<file path="src/rtl/bcd_pkg.sv">
// Shared constants and helpers for the BCD up/down counter.
// Digit width, legal digit bounds and a per-digit validity check.
package bcd_pkg;

    localparam int BCD_W = 4;

    typedef logic [BCD_W-1:0] bcd_digit_t;

    localparam bcd_digit_t BCD_MAX = 4'd9;
    localparam bcd_digit_t BCD_MIN = 4'd0;

    function automatic logic digit_ok(input bcd_digit_t d);
        return (d <= BCD_MAX);
    endfunction

endpackage

</file>
<file path="src/rtl/bcd_digit.sv">
// One BCD digit register: clear, parallel load, or increment/decrement with
// carry/borrow out to the next digit.
module bcd_digit
    import bcd_pkg::*;
(
    input  logic       clk_sys,
    input  logic       rst_b,
    input  logic       clr,
    input  logic       load,
    input  bcd_digit_t ld_val,
    input  logic       en,
    input  logic       up,
    output bcd_digit_t q,
    output logic       cin_out
);

    bcd_digit_t digit_q;
    bcd_digit_t digit_d;

    always_comb begin
        digit_d = digit_q;
        if (clr) begin
            digit_d = BCD_MIN;
        end else if (load) begin
            digit_d = ld_val;
        end else if (en) begin
            if (up) begin
                digit_d = (digit_q == BCD_MAX) ? BCD_MIN : digit_q + 4'd1;
            end else begin
                digit_d = (digit_q == BCD_MIN) ? BCD_MAX : digit_q - 4'd1;
            end
        end
    end

    always_ff @(posedge clk_sys) begin
        if (!rst_b) begin
            digit_q <= BCD_MIN;
        end else begin
            digit_q <= digit_d;
        end
    end

    // Carry/borrow only when this digit is actually being stepped.
    assign cin_out = en & (up ? (digit_q == BCD_MAX) : (digit_q == BCD_MIN));
    assign q       = digit_q;

endmodule

</file>
<file path="src/rtl/bcd_updown_counter.sv">
// Multi-digit BCD up/down counter with parallel load, load validation,
// optional saturation at terminal count and a cascade terminal-count output.
module bcd_updown_counter
    import bcd_pkg::*;
#(
    parameter int DIGITS   = 4,
    parameter bit SATURATE = 1'b0
) (
    input  logic                      Clock,
    input  logic                      Resetn,
    input  logic                      Clear,
    input  logic                      ENABLE,
    input  logic                      UP,
    input  logic                      LOAD,
    input  logic [BCD_W*DIGITS-1:0]   LOAD_VAL,
    output logic [BCD_W*DIGITS-1:0]   BCD,
    output logic                      TC,
    output logic                      LOAD_ERR
);

    logic [DIGITS:0]             chain;
    logic                        load_valid;
    logic                        load_ok;
    logic                        sat_hold;
    logic                        dig_load;
    logic [BCD_W*DIGITS-1:0]     dig_val;
    logic                        load_err_q;
    logic                        load_err_d;

    always_comb begin
        load_valid = 1'b1;
        for (int k = 0; k < DIGITS; k++) begin
            if (!digit_ok(LOAD_VAL[k*BCD_W +: BCD_W])) begin
                load_valid = 1'b0;
            end
        end
    end

    // The ripple chain doubles as terminal detect: the last carry is high
    // exactly when a count step is requested and every digit is at terminal.
    assign chain[0] = ENABLE & ~LOAD & ~Clear;
    assign TC       = chain[DIGITS] & Resetn;

    // Saturation holds the count by reloading the current value.
    assign load_ok  = LOAD & ~Clear & load_valid;
    assign sat_hold = SATURATE & chain[DIGITS];
    assign dig_load = load_ok | sat_hold;
    assign dig_val  = load_ok ? LOAD_VAL : BCD;

    for (genvar k = 0; k < DIGITS; k++) begin : g_digit
        bcd_digit u_digit (
            .clk_sys (Clock),
            .rst_b   (Resetn),
            .clr     (Clear),
            .load    (dig_load),
            .ld_val  (dig_val[k*BCD_W +: BCD_W]),
            .en      (chain[k]),
            .up      (UP),
            .q       (BCD[k*BCD_W +: BCD_W]),
            .cin_out (chain[k+1])
        );
    end

    assign load_err_d = LOAD & ~Clear & ~load_valid;

    always_ff @(posedge Clock) begin
        if (!Resetn) begin
            load_err_q <= 1'b0;
        end else begin
            load_err_q <= load_err_d;
        end
    end

    assign LOAD_ERR = load_err_q;

endmodule

</file>
<file path="config.mk">
export PLATFORM = sky130hd
export DESIGN_NAME = bcd_updown_counter
export DESIGN_NICKNAME = d
export VERILOG_FILES = /design/src/rtl/bcd_pkg.sv /design/src/rtl/bcd_digit.sv /design/src/rtl/bcd_updown_counter.sv
export SDC_FILE = /design/constraint.sdc
export NUM_CORES = 1
export LEC_CHECK = 0
export ABC_AREA = 1
export CORE_UTILIZATION = 51
export CTS_BUF_LIST = sky130_fd_sc_hd__clkbuf_8
export CTS_CLUSTER_SIZE = 24
export DETAILED_ROUTE_END_ITERATION = 16
export PLACE_DENSITY = 0.82
export SLEW_MARGIN = 20
export SYNTH_ARGS = -nofsm -noshare
export SYNTH_HDL_FRONTEND = slang
export SYNTH_SLANG_ARGS = --single-unit
</file>
<file path="constraint.sdc">
create_clock -name Clock -period 1.44 [get_ports Clock]
set_input_delay 0.288 -clock Clock [delete_from_list [all_inputs] [get_ports Clock]]
set_output_delay 0.288 -clock Clock [all_outputs]
set_load 0.01 [all_outputs]
</file>
---- Word-level counts from Yosys, hierarchy flattened ----
Index checks and enable logic that the tools add are counted.
word-level totals
  register bits ........................... 17
  latch bits .............................. 0
  memory bits (writable) .................. 0
  bits in read-only memories .............. 0
  input port bits ......................... 22
  memories kept ........................... 0
cells by class
  add/subtract/negate cells ............... 8
  $mul .................................... 0
  div/mod/pow operators ................... 0
  order comparisons ....................... 4
  eq/ne operators ......................... 4
  shifts and indexed selects .............. 0
  multiplexer cells ....................... 28
  bitwise logic cells ..................... 14
  reduce and logical (&&, ||, !) cells .... 9
operator list
  cell                                                   count
  2-to-1 mux 4 bit                                       20
  adder 4 x 1 -> 4 bit, second input constant            4
  == test 4 bit, second input constant                   4
  less-or-equal comparator 4 bit, second input constant  4
  zero test 4 bit                                        4
  subtractor 4 x 1 -> 4 bit, second input constant       4
  AND 1 bit                                              10
  2-to-1 mux 1 bit                                       8
  nonzero test 2 bit                                     4
  inverter 1 bit                                         4
  OR reduction 2 bit                                     1

---- Logic depth before layout (Yosys ltp) ----
Gate-level depths: netlist of the first run.
  depth after elaboration ................. 8
  gate-level depth with buffers ........... 11
  gate-level depth less buffers ........... 11

---- Cells and area by module ----
A second synthesis of the first run with hierarchy kept.
unflattened totals
  cell total of the unflattened synthesis .. 313
  area total of the unflattened synthesis .. 1,754.2 um^2
modules (own cells, without submodules)
  module              instances  cells each  area each (um^2)  sequential area each (um^2)
  bcd_digit           4          59          344.1             80.1
  bcd_updown_counter  1          77          377.9             20.0

---- Worst setup path after synthesis of the first run ----
OpenSTA, ideal clock, no wires.
  kind .................................... register to output
  start point ............................. register g_digit[0].u_digit.digit_q[0]
  end point ............................... output TC
  arrival time ............................ 1.277 ns
  required time ........................... 1.152 ns
  slack ................................... -0.125 ns
  cell stages (with the launch flop) ...... 7
  buffers on the path ..................... 0
  cells stage by stage .................... dfxtp_1 > nand2_1 > nor2_4 > nor2_4 > nor2_8 > nand3_4 > nor4_2
between the ends
  longest elaborated chain between the ends .. 7
  elaborated cells on any way between the ends .. 8
  those cells by class .................... eq/ne: 1; mux: 1; bitwise: 5; reduce/logical: 1
RTL lines
  item                                              line                      source
  start: declaration                                bcd_digit.sv:17           bcd_digit_t digit_q;
  start signal: assignment                          bcd_digit.sv:39           digit_q <= digit_d;
  == test 4 bit or zero test 4 bit (tied branches)  bcd_digit.sv:44           assign cin_out = en & (up ? (digit_q == BCD_MAX) : (digit_q == BCD_MIN));
  2-to-1 mux 1 bit *                                bcd_digit.sv:44
  AND 1 bit * (4 in series)                         bcd_digit.sv:44
  AND 1 bit *                                       bcd_updown_counter.sv:42  assign TC = chain[DIGITS] & Resetn;
  end: declaration                                  bcd_updown_counter.sv:17  output logic TC,
Mark *: on every way between the ends. The rest lies on a longest branch, timed or not.

---- Worst setup path after layout of the first run ----
  start point ............................. register g_digit[2].u_digit.digit_q[2]
  end point ............................... output TC
between the ends
  longest elaborated chain between the ends .. 5
  elaborated cells on any way between the ends .. 6
  those cells by class .................... eq/ne: 1; mux: 1; bitwise: 3; reduce/logical: 1
RTL lines
  item                                              line
  start: declaration                                bcd_digit.sv:17
  start signal: assignment                          bcd_digit.sv:39
  == test 4 bit or zero test 4 bit (tied branches)  bcd_digit.sv:44
  2-to-1 mux 1 bit *                                bcd_digit.sv:44
  AND 1 bit * (2 in series)                         bcd_digit.sv:44
  AND 1 bit *                                       bcd_updown_counter.sv:42
Marks and branches as above.

==> results_dict.tcl, run 1 <==
set metrics [dict create \
    status "finished, violations left" \
    violations "negative setup slack" \
    rr_startpoint "g_digit[2].u_digit.q[2]" \
    yosysWarnings 0 \
    die_w_um 58.5 \
    cts-htree-levels 1 \
    drt_iter0_markers 277 \
    die_h_um 58.5 \
    cp-end-kind "output pin" \
    antenna_found_initial 0 \
    cp.required_ns 1.15 \
    synthTopCellsByArea "nand2_1 (23%), dfxtp_1 (21%), nor2_1 (9.7%)" \
    critPathLaunchType "flip-flop" \
    fin_area_mm2 0.00275 \
    cts_tree "done" \
    multiInputGateArea_mm2 0.00123 \
    rr_worst_depth 12 \
    placed_area_mm2 0.00255 \
    area_growth_pct 68.5 \
    ioPinCount 40 \
    holdCritStartpoint "LOAD_VAL[3]" \
    synth_nets 304 \
    initial_core_util 0.534 \
    hp-class "primary input to flip-flop" \
    drv_cap 0 \
    reg2reg_to "g_digit[3].u_digit.q[0]" \
    maxSlewViolCount 0 \
    arrival_ns 1.52 \
    synthDominantCellAreaShare 0.230 \
    die_area_mm2 0.00343 \
    grt-ovfl-total 0 \
    p_per_area_mw_per_mm2 461 \
    finalHoldViolCount 0 \
    period_minus_slack_ns 1.81 \
    avgSynthCellArea_um2 5.78 \
    instances_no_fill 435 \
    core_area_mm2 0.00305 \
    regToRegSetupSlack_ns -0.07 \
    clk_pin_slew_ns 0.08 \
    setup_viol 10 \
    path_max_fanout 4 \
    rows 20 \
    grt_max_degree 13 \
    seq_area_frac_synth 0.209 \
    setup_ws_ns -0.372 \
    layout-drive-gt1-share 0.373 \
    utilization 0.900 \
    place_inst 427 \
    remaining_drc_errors 0 \
    yosysTopAreaCell "nand2_1" \
    layout_common_cells "nand2_1 (96), buf_4 (68), nor2_1 (32), dlygate4sd2_1 (26), nand3_1 (25)" \
    drt-total-wl_mm 6.73 \
    via_per_inst 5.70 \
    clk_latency_ns 0.27 \
    grtUsageTotal 0.316 \
    period_share 1.26 \
    clock_sinks 17 \
    whs_ns 0.462 \
    syn_area_mm2 0.00163 \
    gp_congestion 0.927 \
    first_pass_iters 6 \
    fmax_mhz 552 \
    final_common_cell "nand2_1" \
    portBuffers 39 \
    seq_area_um2 369 \
    cts_made_buffers 3 \
    detail_route.wl_per_cell_um 15.5 \
    cts_buffer_depth 2 \
    antennaDiodeCount 0 \
    criticalPathCategory "flip-flop to output pin" \
    dp_hpwl_mm 3.86 \
    num-nets-final 414 \
    fill_cells 162 \
    netlist_instances 282 \
    grt_pass1_vias 2092 \
    grt_pass1_wl_mm 8.34 \
    rsz0062_at_grt "true" \
    antenna_left 0 \
    synth_cell_types 30 \
    yosys_register_bits 17 \
    hold-path-endpoint "g_digit[0].u_digit.q[3]" \
    fin_skew_ns 0.00982 \
    worst_pin_slew_ns 0.408 \
    cts_root_buf "clkbuf_8" \
    slew_headroom 0.726 \
    ir_drop_mv 0.361 \
    hold_path_depth 5 \
    vias 2481 \
    leakage_nw 1.49 \
]
flip-flops by register name, indices dropped and copies added (netlist names):
register           flops
LOAD_ERR               1
g_digit.u_digit.q     16
synthesized netlist by cell type:
| cell type | count |
|---|---|
| buf_6 | 2 |
| nor2_1 | 42 |
| dfxtp_1 | 17 |
| nor2_8 | 2 |
| a31oi_1 | 1 |
| inv_2 | 5 |
| o21ai_0 | 14 |
| buf_2 | 1 |
| nor2_2 | 1 |
| nand4_1 | 4 |
| nand2_4 | 3 |
| nor2_4 | 6 |
| nand3_2 | 1 |
| nand3_1 | 27 |
| buf_4 | 2 |
| nand3b_1 | 2 |
| nand2_2 | 7 |
| nor4_1 | 1 |
| clkbuf_2 | 1 |
| a21oi_2 | 1 |
| o211ai_1 | 1 |
| a21oi_1 | 4 |
| o21ai_4 | 1 |
| xnor2_1 | 1 |
| nor4_2 | 1 |
| nand3_4 | 1 |
| nand2_1 | 100 |
| xor2_1 | 2 |
| o21ai_1 | 5 |
| inv_1 | 26 |
layer usage:
metal  track usage  routed length (µm)
met4         0.197                 433
met1         0.340                2370
met2         0.575                3200
met5             0                   0
met3        0.0527                 727
worst max-delay path, stage by stage (launching register included):
cell	delay [ns]
dfxtp_1	0.36
nor2_2	0.16
nand2_1	0.09
nand2_1	0.09
nand2_1	0.07
inv_2	0.07
nand3_4	0.08
nor4_4	0.15
buf_2	0.17
cell families (layout without fill, tap and decap cells):
family          count (synthesis)  after routing  share of synthesized area
buf+inv                        37            146                      0.101
simple gates                  198            198                      0.580
compound gates                 27             27                     0.0944
flops                          17             17                      0.209
xor+xnor                        3              3                     0.0161
worst max-delay path by stage:
| stage | startpoint | endpoint | cells past startpoint |
|---|---|---|---|
| global route | g_digit[0].u_digit.q[0] | TC | 8 |
| finish | g_digit[2].u_digit.q[2] | TC | 8 |
| floorplan | g_digit[0].u_digit.q[2] | TC | 7 |
| detailed placement | UP | TC | 8 |
| global placement | UP | TC | 8 |
| CTS | g_digit[1].u_digit.q[1] | TC | 6 |
per-stage QoR:
step / setup WS (ns) / power, W / setup TNS [ns]
after floorplan: -0.0277 / 0.000664 / -0.0277
after global placement: -0.883 / 0.000844 / -6.94
after detailed placement: -0.899 / 0.000851 / -7.58
after CTS: -0.326 / 0.00122 / -0.331
after global routing: -0.443 / 0.00131 / -1.86
final: -0.372 / 0.00127 / -0.889
power by group:
part	total (W)	leakage, nW	switching (W)	internal, W
Combinational	0.000394	1.32	0.000209	0.000185
Clock	0.000391	0.0269	0.000200	0.000191
Sequential	0.000481	0.145	0.0000104	0.000471
Total	0.00127	1.49	0.000419	0.000847
what timing repair did:
action	CTS	global route
pin swaps	5	10
gates resized for setup	59	40
buffers inserted	1	3
endpoints found under the setup margin	33	17
hold buffers	0	0
area by class of cell:
cell class | count | share of cell area
Clock buffer | 3 | 0.0150
Tap cell | 44 | 0.0200
Multi-Input combinational cell | 228 | 0.449
Timing Repair Buffer | 111 | 0.335
Inverter | 31 | 0.0451
Sequential cell | 17 | 0.134
Clock inverter | 1 | 0.00137
(Power assumes the default switching activity.)
==> run 2: changes to the inputs <==
--- a/config.mk
+++ b/config.mk
@@ -8,9 +8,9 @@
 export ABC_AREA = 1
 export CORE_UTILIZATION = 51
 export CTS_BUF_LIST = sky130_fd_sc_hd__clkbuf_8
-export CTS_CLUSTER_SIZE = 24
 export DETAILED_ROUTE_END_ITERATION = 16
 export PLACE_DENSITY = 0.82
+export REMOVE_ABC_BUFFERS = 1
 export SLEW_MARGIN = 20
 export SYNTH_ARGS = -nofsm -noshare
 export SYNTH_HDL_FRONTEND = slang
==> results_dict.tcl, run 2 (synthesis results as in run 1) <==
set metrics [dict create \
    status "finished, violations left" \
    violations "negative setup slack" \
    grt_pass1_wl_mm 8.20 \
    critPathLaunchType "flip-flop" \
    dp_hpwl_mm 3.85 \
    antenna_left 0 \
    ir_drop_mv 0.410 \
    layout_common_cells "nand2_1 (95), buf_4 (57), nor2_1 (34), dlygate4sd2_1 (27), nand3_1 (25)" \
    die_area_mm2 0.00343 \
    fin_area_mm2 0.00262 \
    setup_viol 1 \
    clk_latency_ns 0.27 \
    die_w_um 58.5 \
    cp.required_ns 1.15 \
    period_minus_slack_ns 1.82 \
    ioPinCount 40 \
    hp-class "primary input to flip-flop" \
    p_per_area_mw_per_mm2 469 \
    rsz0062_at_grt "true" \
    placed_area_mm2 0.00246 \
    initial_core_util 0.534 \
    final_common_cell "nand2_1" \
    cts_buffer_depth 2 \
    antenna_found_initial 0 \
    drt-total-wl_mm 5.48 \
    holdCritStartpoint "LOAD_VAL[1]" \
    period_share 1.27 \
    cts_tree "done" \
    finalHoldViolCount 0 \
    detail_route.wl_per_cell_um 13.0 \
    regToRegSetupSlack_ns 0 \
    core_area_mm2 0.00305 \
    leakage_nw 1.44 \
    grt_max_degree 13 \
    rows 20 \
    remaining_drc_errors 0 \
    drt_iter0_markers 175 \
    die_h_um 58.5 \
    clock_sinks 17 \
    setup_ws_ns -0.385 \
    clk_pin_slew_ns 0.08 \
    fin_skew_ns 0.00327 \
    rr_startpoint "g_digit[1].u_digit.q[1]" \
    cp-end-kind "output pin" \
    via_per_inst 5.18 \
    dp_slack_ns -0.932 \
    grt_pass1_vias 1990 \
    arrival_ns 1.54 \
    num-nets-final 402 \
    grt-ovfl-total 0 \
    cts-htree-levels 1 \
    antennaDiodeCount 0 \
    layout-drive-gt1-share 0.340 \
    worst_pin_slew_ns 0.335 \
    slew_headroom 0.775 \
    finalSetupTns_ns -0.385 \
    cts_made_buffers 3 \
    maxSlewViolCount 0 \
    hold-path-endpoint "g_digit[0].u_digit.q[1]" \
    reg2reg_to "g_digit[3].u_digit.q[1]" \
    gp_congestion 0.941 \
    drv_cap 0 \
    vias 2192 \
    path_max_fanout 3 \
    fmax_mhz 548 \
    cts_root_buf "clkbuf_8" \
    power_w 0.00123 \
    criticalPathCategory "flip-flop to output pin" \
    whs_ns 0.375 \
    rr_worst_depth 9 \
    grtUsageTotal 0.314 \
    area_growth_pct 60.7 \
    crit_path_start "g_digit[1].u_digit.q[1]" \
    largest_reg_flops 16 \
    portBuffers 39 \
    hold_path_depth 5 \
    first_pass_iters 6 \
]
-- run 2: cell type report --
class | instances | area [µm²]
multi-input cells | 228 | 1210
flip-flops and latches | 17 | 365
repair buffers | 99 | 826
inverters | 31 | 121
fillers | 204 | 433
clock inverters | 1 | 3.75
well taps | 44 | 55.1
clock buffers | 3 | 41.3
-- run 2: per-layer routing --
metal,up-vias,track usage,wire length [µm]
met3,24,0.0462,410
met5,-,0,0
li1,1089,-,-
met4,0,0.150,178
met2,108,0.560,2750
met1,971,0.369,2140
-- run 2: what timing repair did --
action                                  CTS  global route
endpoints found under the setup margin   33            17
resized for setup                        57            32
hold buffers                              0             0
buffers inserted                          0             3
endpoints found under the hold margin     0             0
pin swaps                                 9            11
-- run 2: through the flow --
stage          utilization  instances
6_report             0.858        423
2_1_floorplan            -        276
3_5_place_dp         0.805        416
4_1_cts              0.825        420
3_3_place_gp         0.805        416
5_1_grt              0.858        423
-- run 2: report_power, final --
group / total [W] / leakage [nW] / switching (W) / internal (W)
clock: 0.000391 / 0.0269 / 0.000200 / 0.000191
sequential: 0.000483 / 0.145 / 0.00000915 / 0.000474
combinational: 0.000355 / 1.27 / 0.000188 / 0.000167
-- run 2: worst max-delay path, stage by stage (launching register included) --
cell and delay [ns]:
dfxtp_2 0.35, nor2_2 0.12, nand4_1 0.21, o21ai_4 0.15, nand3_4 0.10, nor4_4 0.16
buf_2 0.17
-- run 2: how the worst max path moves through the flow --
stage | end | slack [ns] | cells after the start
detailed placement | TC | -0.93 | 8
floorplan | TC | -0.13 | 6
global route | TC | -0.44 | 6
CTS | TC | -0.35 | 8
global placement | TC | -0.92 | 8
finish | TC | -0.38 | 6
